[src/rtl/mem_access_ctrl_pkg.sv]
// Shared types and defaults for the memory-access / writeback sequencer.
package mem_pkg;

  typedef enum logic [1:0] {
    WB_ALU = 2'd0,
    WB_MEM = 2'd1,
    WB_PC4 = 2'd2
  } wb_sel_e;

  typedef enum logic [1:0] {
    IDLE = 2'd0,
    WAIT = 2'd1,
    DONE = 2'd2
  } mem_state_e;

  localparam int unsigned TIMEOUT_DEFAULT = 16;

endpackage

[src/rtl/mem_access_ctrl_if.sv]
// Data-memory request/acknowledge bus; master = sequencer, slave = memory.
interface mem_access_ctrl_if;

  logic        dmem_req;
  logic        dmem_we;
  logic [31:0] dmem_addr;
  logic [31:0] dmem_wdata;
  logic [31:0] dmem_rdata;
  logic        dmem_ack;

  modport master (
    output dmem_req, dmem_we, dmem_addr, dmem_wdata,
    input  dmem_rdata, dmem_ack
  );

  modport slave (
    input  dmem_req, dmem_we, dmem_addr, dmem_wdata,
    output dmem_rdata, dmem_ack
  );

endinterface

[src/rtl/mem_access_ctrl_wb_mux.sv]
// Combinational 4:1 writeback-source select; the reserved encoding yields zero.
module wb_mux
  import mem_pkg::*;
(
  input  logic [1:0]  sel_i,
  input  logic [31:0] alu_i,
  input  logic [31:0] mem_i,
  input  logic [31:0] pc4_i,
  output logic [31:0] data_o
);

  always_comb begin
    data_o = '0;
    case (sel_i)
      WB_ALU:  data_o = alu_i;
      WB_MEM:  data_o = mem_i;
      WB_PC4:  data_o = pc4_i;
      default: data_o = '0;
    endcase
  end

endmodule

[src/rtl/mem_access_ctrl.sv]
// Load/store sequencer with pipeline stall and register-file writeback.
// Optional WAIT-state abort on missing ack is enabled by defining MEM_TIMEOUT_EN.
module mem_access_ctrl
  import mem_pkg::*;
#(
  parameter int unsigned TIMEOUT_CYCLES = TIMEOUT_DEFAULT
) (
  input  logic                     clk,
  input  logic                     reset,
  input  logic                     reg_wrff,
  input  logic                     rd_enff,
  input  logic                     wr_enff,
  input  logic [1:0]               wb_selff,
  input  logic [31:0]              alu_res,
  input  logic [31:0]              store_data,
  input  logic [31:0]              pc_plus4,
  input  logic [4:0]               rd_addr,
  mem_access_ctrl_if.master        dmem,
  output logic                     stall,
  output logic                     rf_we,
  output logic [4:0]               rf_waddr,
  output logic [31:0]              rf_wdata,
  output logic                     mem_err
);

  localparam logic [1:0] S_IDLE = IDLE;
  localparam logic [1:0] S_WAIT = WAIT;
  localparam logic [1:0] S_DONE = DONE;

  logic [1:0]  state_q, state_d;
  logic        req_q, req_d;
  logic        we_q, we_d;
  logic [31:0] addr_q, addr_d;
  logic [31:0] wdata_q, wdata_d;
  logic [31:0] load_buf_q, load_buf_d;
  logic        err_q, err_d;
  logic        mem_op;
  logic        timeout_hit;
  logic        wb_allowed;
  logic [31:0] mem_src;
  logic        unused_addr_lsbs;

  assign mem_op           = rd_enff | wr_enff;
  assign unused_addr_lsbs = ^alu_res[1:0];

`ifdef MEM_TIMEOUT_EN
  localparam int unsigned TO_W = $clog2(TIMEOUT_CYCLES + 1);
  logic [TO_W-1:0] to_cnt_q, to_cnt_d;

  // Counter is held at zero outside WAIT so it is already clear on entry.
  always_comb begin
    to_cnt_d = '0;
    if (state_q == S_WAIT) to_cnt_d = to_cnt_q + 1'b1;
  end

  always_ff @(posedge clk) begin
    if (!reset) to_cnt_q <= '0;
    else        to_cnt_q <= to_cnt_d;
  end

  assign timeout_hit = (state_q == S_WAIT) && (to_cnt_q == TO_W'(TIMEOUT_CYCLES - 1));
  assign mem_err     = err_q;
`else
  localparam int unsigned unused_timeout_cycles = TIMEOUT_CYCLES;
  assign timeout_hit = 1'b0;
  assign mem_err     = 1'b0;
`endif

  always_comb begin
    state_d    = state_q;
    req_d      = req_q;
    we_d       = we_q;
    addr_d     = addr_q;
    wdata_d    = wdata_q;
    load_buf_d = load_buf_q;
    err_d      = 1'b0;
    case (state_q)
      S_IDLE: begin
        if (mem_op) begin
          state_d = S_WAIT;
          req_d   = 1'b1;
          we_d    = wr_enff;
          addr_d  = {alu_res[31:2], 2'b00};
          wdata_d = store_data;
        end
      end
      S_WAIT: begin
        // An ack arriving on the expiry cycle still completes the access.
        if (dmem.dmem_ack) begin
          state_d    = S_DONE;
          req_d      = 1'b0;
          load_buf_d = dmem.dmem_rdata;
        end else if (timeout_hit) begin
          state_d = S_DONE;
          req_d   = 1'b0;
          err_d   = 1'b1;
        end
      end
      S_DONE:  state_d = S_IDLE;
      default: begin
        state_d = S_IDLE;
        req_d   = 1'b0;
      end
    endcase
  end

  always_ff @(posedge clk) begin
    if (!reset) begin
      state_q    <= S_IDLE;
      req_q      <= 1'b0;
      we_q       <= 1'b0;
      addr_q     <= '0;
      wdata_q    <= '0;
      load_buf_q <= '0;
      err_q      <= 1'b0;
    end else begin
      state_q    <= state_d;
      req_q      <= req_d;
      we_q       <= we_d;
      addr_q     <= addr_d;
      wdata_q    <= wdata_d;
      load_buf_q <= load_buf_d;
      err_q      <= err_d;
    end
  end

  assign dmem.dmem_req   = req_q;
  assign dmem.dmem_we    = we_q;
  assign dmem.dmem_addr  = addr_q;
  assign dmem.dmem_wdata = wdata_q;

  // Loaded data is only meaningful in DONE after a read; a store never writes back from memory.
  assign mem_src = (state_q == S_DONE && !we_q) ? load_buf_q : 32'd0;

  wb_mux u_wb_mux (
    .sel_i  (wb_selff),
    .alu_i  (alu_res),
    .mem_i  (mem_src),
    .pc4_i  (pc_plus4),
    .data_o (rf_wdata)
  );

  assign wb_allowed = reg_wrff && (rd_addr != 5'd0);

  always_comb begin
    stall = 1'b0;
    rf_we = 1'b0;
    if (reset) begin
      case (state_q)
        S_IDLE: begin
          stall = mem_op;
          rf_we = !mem_op && wb_allowed;
        end
        S_WAIT:  stall = 1'b1;
        S_DONE:  rf_we = wb_allowed && !err_q && !(we_q && wb_selff == WB_MEM);
        default: stall = 1'b0;
      endcase
    end
  end

  assign rf_waddr = rd_addr;

endmodule

[src/flat_wrapper.sv]
// flat-port wrapper written by rule: the top's interface ports become plain ports
module mem_access_ctrl_flat import mem_pkg::*;
#(
  parameter int unsigned TIMEOUT_CYCLES = TIMEOUT_DEFAULT
)
  (clk, reset, reg_wrff, rd_enff, wr_enff, wb_selff, alu_res, store_data, pc_plus4, rd_addr, stall, rf_we, rf_waddr, rf_wdata, mem_err, dmem_dmem_req, dmem_dmem_we, dmem_dmem_addr, dmem_dmem_wdata, dmem_dmem_rdata, dmem_dmem_ack);
  mem_access_ctrl_if dmem_i ();
  input  logic clk;
  input  logic reset;
  input  logic reg_wrff;
  input  logic rd_enff;
  input  logic wr_enff;
  input  logic [1:0] wb_selff;
  input  logic [31:0] alu_res;
  input  logic [31:0] store_data;
  input  logic [31:0] pc_plus4;
  input  logic [4:0] rd_addr;
  output logic stall;
  output logic rf_we;
  output logic [4:0] rf_waddr;
  output logic [31:0] rf_wdata;
  output logic mem_err;
  output wire logic [$bits(dmem_i.dmem_req)-1:0] dmem_dmem_req;
  output wire logic [$bits(dmem_i.dmem_we)-1:0] dmem_dmem_we;
  output wire logic [$bits(dmem_i.dmem_addr)-1:0] dmem_dmem_addr;
  output wire logic [$bits(dmem_i.dmem_wdata)-1:0] dmem_dmem_wdata;
  input wire logic [$bits(dmem_i.dmem_rdata)-1:0] dmem_dmem_rdata;
  input wire logic [$bits(dmem_i.dmem_ack)-1:0] dmem_dmem_ack;
  assign dmem_dmem_req = dmem_i.dmem_req;
  assign dmem_dmem_we = dmem_i.dmem_we;
  assign dmem_dmem_addr = dmem_i.dmem_addr;
  assign dmem_dmem_wdata = dmem_i.dmem_wdata;
  assign dmem_i.dmem_rdata = dmem_dmem_rdata;
  assign dmem_i.dmem_ack = dmem_dmem_ack;
  mem_access_ctrl #(.TIMEOUT_CYCLES(TIMEOUT_CYCLES)) u_core (.clk(clk), .reset(reset), .reg_wrff(reg_wrff), .rd_enff(rd_enff), .wr_enff(wr_enff), .wb_selff(wb_selff), .alu_res(alu_res), .store_data(store_data), .pc_plus4(pc_plus4), .rd_addr(rd_addr), .dmem(dmem_i), .stall(stall), .rf_we(rf_we), .rf_waddr(rf_waddr), .rf_wdata(rf_wdata), .mem_err(mem_err));
endmodule
[config.mk]
export PLATFORM = sky130hd
export DESIGN_NAME = mem_access_ctrl_flat
export DESIGN_NICKNAME = d
export VERILOG_FILES = /design/src/rtl/mem_access_ctrl_pkg.sv /design/src/rtl/mem_access_ctrl_if.sv /design/src/rtl/mem_access_ctrl_wb_mux.sv /design/src/rtl/mem_access_ctrl.sv /design/src/flat_wrapper.sv
export SDC_FILE = /design/constraint.sdc
export NUM_CORES = 1
export LEC_CHECK = 0
export CAP_MARGIN = 20
export CORE_MARGIN = 4
export CORE_UTILIZATION = 43
export CTS_CLUSTER_DIAMETER = 60
export CTS_CLUSTER_SIZE = 25
export DETAILED_ROUTE_END_ITERATION = 6
export HOLD_SLACK_MARGIN = 0.05
export PLACE_DENSITY = 0.9
export SLEW_MARGIN = 20
export SYNTH_ARGS = -nofsm -noshare
export SYNTH_HDL_FRONTEND = slang
export SYNTH_SLANG_ARGS = --single-unit
[constraint.sdc]
create_clock -name clk -period 2.4 [get_ports clk]
set_input_delay 0.48 -clock clk [delete_from_list [all_inputs] [get_ports clk]]
set_output_delay 0.48 -clock clk [all_outputs]
set_load 0.1 [all_outputs]
Word-level counts from Yosys, hierarchy flattened
Index checks and enable logic that the tools add are counted.
{"block": "op_classes", "eq_ne": 6, "mux": 12, "bitwise_logic": 2, "reduce_logical": 15}
{"cell": "one-hot mux 32 bit (3 select lines)", "count": 1}
{"cell": "two-way mux 32 bit", "count": 1}
{"cell": "AND reduction 2 bit", "count": 3}
{"cell": "logical AND 1 bit", "count": 5}
{"cell": "nonzero test 5 bit", "count": 1}
{"cell": "== test 2 x 1 -> 1 bit, second input constant", "count": 2}
{"cell": "== test 2 bit, second input constant", "count": 2}
{"cell": "logical NOT 2 bit", "count": 2}
{"cell": "two-way mux 1 bit", "count": 4}
{"cell": "two-way mux 2 bit", "count": 2}
{"cell": "one-hot mux 1 bit (2 select lines)", "count": 2}
{"cell": "one-hot mux 2 bit (2 select lines)", "count": 1}
{"cell": "logical NOT 1 bit", "count": 3}
{"cell": "one-hot mux 1 bit (3 select lines)", "count": 1}
{"cell": "AND reduction 3 bit", "count": 1}
{"cell": "!= test 2 x 1 -> 1 bit, second input constant", "count": 1}
{"cell": "!= test 2 bit, second input constant", "count": 1}
{"cell": "inverter 1 bit", "count": 1}
{"cell": "OR 1 bit", "count": 1}
{"block": "totals", "register_bits": 98, "input_bits": 141, "output_inout_bits": 106, "word_cells": 41}

Depth between registers and ports, before layout
Gate-level depths: netlist (run 1).
{"block": "depth", "depth_word": 6, "depth_mapped": 5, "depth_no_buf": 3}

Modules after synthesis
Synthesis (run 1) repeated with hierarchy kept, for this count alone.
{"block": "unflattened", "hier_cells": 558, "area_unflattened_um2": 5003.5}
{"mod": "mem_access_ctrl", "n_inst": 1, "cells_each": 481, "area_per_inst_um2": 4216.5, "seq_area_each_um2": 1961.9}
{"mod": "wb_mux", "n_inst": 1, "cells_each": 77, "area_per_inst_um2": 787.0, "seq_area_each_um2": 0.0}

Worst setup path before layout (run 1)
No wires, ideal clock.
{"block": "synth_timing", "kind": "input to output", "from": "in reset", "to": "out rf_we", "arrival_time_ps": 2940, "required_ps": 1920, "setup_slack_ps": -1020, "cell_stages": 4, "path_buffers": 2, "path_cell_list": "buf_2 -> buf_4 -> o2111ai_1 -> nor3_1"}
{"block": "synth_between", "elab_chain_cells": 1}
{"element": "start, declared", "line_no": "flat_wrapper.sv:9", "source": "input logic reset;"}
{"element": "two-way mux 1 bit", "line_no": "mem_access_ctrl.sv:148", "source": "if (reset) begin"}
{"element": "end, declared", "line_no": "flat_wrapper.sv:19", "source": "output logic rf_we;"}
Every way passes these cells.

Worst setup path after layout (run 1)
{"block": "layout_timing", "from": "in wr_enff", "to": "out rf_we"}
{"block": "layout_between", "elab_chain_cells": 5}
{"element": "start, declared", "line_no": "flat_wrapper.sv:12", "source": "input logic wr_enff;"}
{"element": "OR 1 bit", "line_no": "mem_access_ctrl.sv:43", "source": "assign mem_op = rd_enff | wr_enff;"}
{"element": "logical NOT 1 bit", "line_no": "mem_access_ctrl.sv:152", "source": "rf_we = !mem_op && wb_allowed;"}
{"element": "logical AND 1 bit", "line_no": "mem_access_ctrl.sv:152"}
{"element": "one-hot mux 1 bit (2 select lines)", "line_no": "mem_access_ctrl.sv:149", "source": "case (state_q)"}
{"element": "two-way mux 1 bit", "line_no": "mem_access_ctrl.sv:148"}
Every way passes these cells.

==> results of run 1 <==
==> final cells by class <==
type | count | area [sq um]
timing repair buffer | 258 | 2840
fill | 698 | 2620
multi-input combinational | 372 | 2560
sequential | 98 | 1960
tap | 136 | 170
clock buffer | 11 | 151
clock inverter | 4 | 51.3
inverter | 2 | 7.51
==> worst max-delay path: cells and delay by family <==
family	cells	cell delay, ps
buffers and inverters	2	650
and+or+nand+nor	2	530
AOI/OAI and AO/OA	1	170
==> cell families (layout without fill, tap and decap cells) <==
family                 Yosys count  after routing  share of synthesized area (%)
other                            1              3                         0.0816
flip-flops                      98             98                           42.7
AND/OR/NAND/NOR                205            205                           17.7
multiplexers                    94             94                           20.5
buffers and inverters           53            275                           6.86
AO/OA/AOI/OAI                   70             70                           12.2
==> metal layers <==
layer / vias up / wire length, um
met4: 0 / 391
met5: - / 0
met2: 178 / 8220
met1: 2121 / 5950
li1: 2179 / -
met3: 27 / 1070
==> sequential cells by signal, indices dropped and copies added (netlist names) <==
name and flops:
u_core.load_buf_q 32, u_core.dmem.dmem_wdata 32, u_core.state_q 2, u_core.dmem.dmem_req 1, u_core.dmem.dmem_we 1, u_core.dmem.dmem_addr 30
==> Yosys cell counts (2+ instances only) <==
cell type and n:
nor2_1 4, nand2_1 189, a21boi_0 2, inv_1 2, o21a_1 2, nor3_1 2
buf_4 10, o2bb2ai_1 32, a21boi_1 30, clkbuf_1 17, buf_6 8, mux2i_1 94
buf_2 15, dfxtp_1 98
==> power by group <==
group          internal [mW]  switching (mW)  total [mW]
logic                  0.688            1.46        2.15
registers               1.75          0.0802        1.83
clock network          0.534           0.564        1.10
==> worst max-delay path by stage <==
stage,slack [ps],cells past startpoint,to
final,90,5,rf_we
after global routing,20,5,rf_we
after CTS,60,5,rf_wdata[31]
after detailed placement,60,5,rf_we
after global placement,70,5,rf_we
after floorplan,-180,4,rf_we
==> repair_timing <==
| action | CTS | global route |
|---|---|---|
| setup endpoints to repair | 1 | 20 |
| hold buffers | 0 | 0 |
| resized for setup | 1 | 2 |
| pin swaps | 0 | 0 |
| cloned | 0 | 1 |
==> per-stage QoR <==
step           TNS, ps  cell area [sq um]
2_1_floorplan     -181               4810
3_3_place_gp         0               7500
3_5_place_dp         0               7500
4_1_cts              0               7700
5_1_grt              0               7750
6_report             0               7750
==> run metrics, run 1 <==
top fanout value on the critical path 3; status completed; drt pass-1 iters 4; type of the tightest min-delay check reg -> reg; Synth Instances approximately 520; unrepaired setup endpoints after global routing false; die area approximately 12,000 sq um; grt met2 use a little under half; die height around 110 um; non-filler cells, final around 880; Core Area about 10,000 sq um; Relative slew margins around three fifths; Hold Vio Cnt, Final 0; Place WS 61.3 ps; post-CTS setup buffers 0; static leakage 3.34 nW; TritonCTS Buffers 9; Synth warnings 0; crit-path cells clkdlybuf4s50_1, nor2_1, o2111ai_1, nor3_2, buf_12; fin util 74.7%; DRC 0; Critical Path AT ~1800 ps; ys flop type dfxtp_1; final worst path period share just under 100%; Mapped Area approximately 4600 sq um; via count 4,505; Core Rows 37; Area growth, synth to finish 68.6%; ant diodes 0; Max-Cap Viols 0; DR WL/cell between 15 and 20 um; total power about 5.1 mW; M3 GR Usage ~5.8%; min Tclk post-route between 2000 and 2500 ps; Yosys cell types 30; Worst-Margin Slew between 500 and 600 ps; clock skew 6.78 ps; GRT overflow 0; most frequent cells in the layout nand2_1 (189), clkdlybuf4s50_1 (137), dfxtp_1 (97), mux2i_1 (94), buf_4 (74); Nets between 800 and 900; Post-Route WL 15.6 mm; sequential area share after synthesis 42.7%; first-pass GRT wire length 24.3 mm; vias in the first global route about 4,600; GPL Wtd Cong around 0.92; CTS tree done; worst hold path stage count 2; R2R depth 4; maximum clock frequency 432 MHz; flops & latches, synth around 100; drt via density ~5.1; Peak VDD IR about 0.43 mV; share of layout cells above drive strength 1 between 20% and 30%; commonest non-fill, non-tap cell in the layout nand2_1; worst setup margin about 87 ps; Worst-path clk slew 90 ps; final antenna-violating net count 0; critical path class in -> out; Total GRT Usage ~24%; Req. time, crit path 1920 ps; Worst Setup SP wr_enff; ys async rst share 0%; WHS Endpoint u_core.dmem.dmem_addr[17]; Worst R2R Setup Slack a little over 1000 ps; PD cells around 660 nW/um^2; antenna violations before repair 0; most area-consuming cells after synthesis dfxtp_1 (43%), mux2i_1 (20%), nand2_1 (15%); share of the synthesized area in the top cell type between 40% and 50%; hold wc startpoint u_core.dmem.dmem_addr[17]; CP max stage delay roughly 440 ps; dpl hpwl between 10 and 15 mm; Setup Viol. Count Final 0; largest net degree at the start of global routing 152; number of synthesized flops with an enable pin 0; top cell type by total area after synthesis dfxtp_1; Final Max Tran Viols 0; Clock Tree Root clkbuf_8; Post-Syn Area per Cell 8.82 sq um; tightest hold margin about 460 ps; Worst Setup End Kind output pin; DR iter-0 viols ~250; clk_lat worst skew about 350 ps; clock sink total roughly 100; FF-to-FF End u_core.load_buf_q[12]; Critical Path Slowest Stage Cell clkdlybuf4s50_1; M1 GR Usage between 20% and 30%; Horiz. Die Dim 111 um; boundary pin count about 250; grt peak-use layer met2; Worst Setup Start Kind primary input; cell count after placement 865; FF-to-FF Start u_core.state_q[0]; Max Buffers Root-to-Sink 2; Port Buffers 243; initial core utilization 44.3%; H-tree depth 3
(Power assumes the default switching activity.)
==> run 2, diff against run 1 <==
CTS_CLUSTER_SIZE = 30   (was 25)
==> results of run 2 <==
No change in the layout: final DEF, timing and power equal those of run 1.
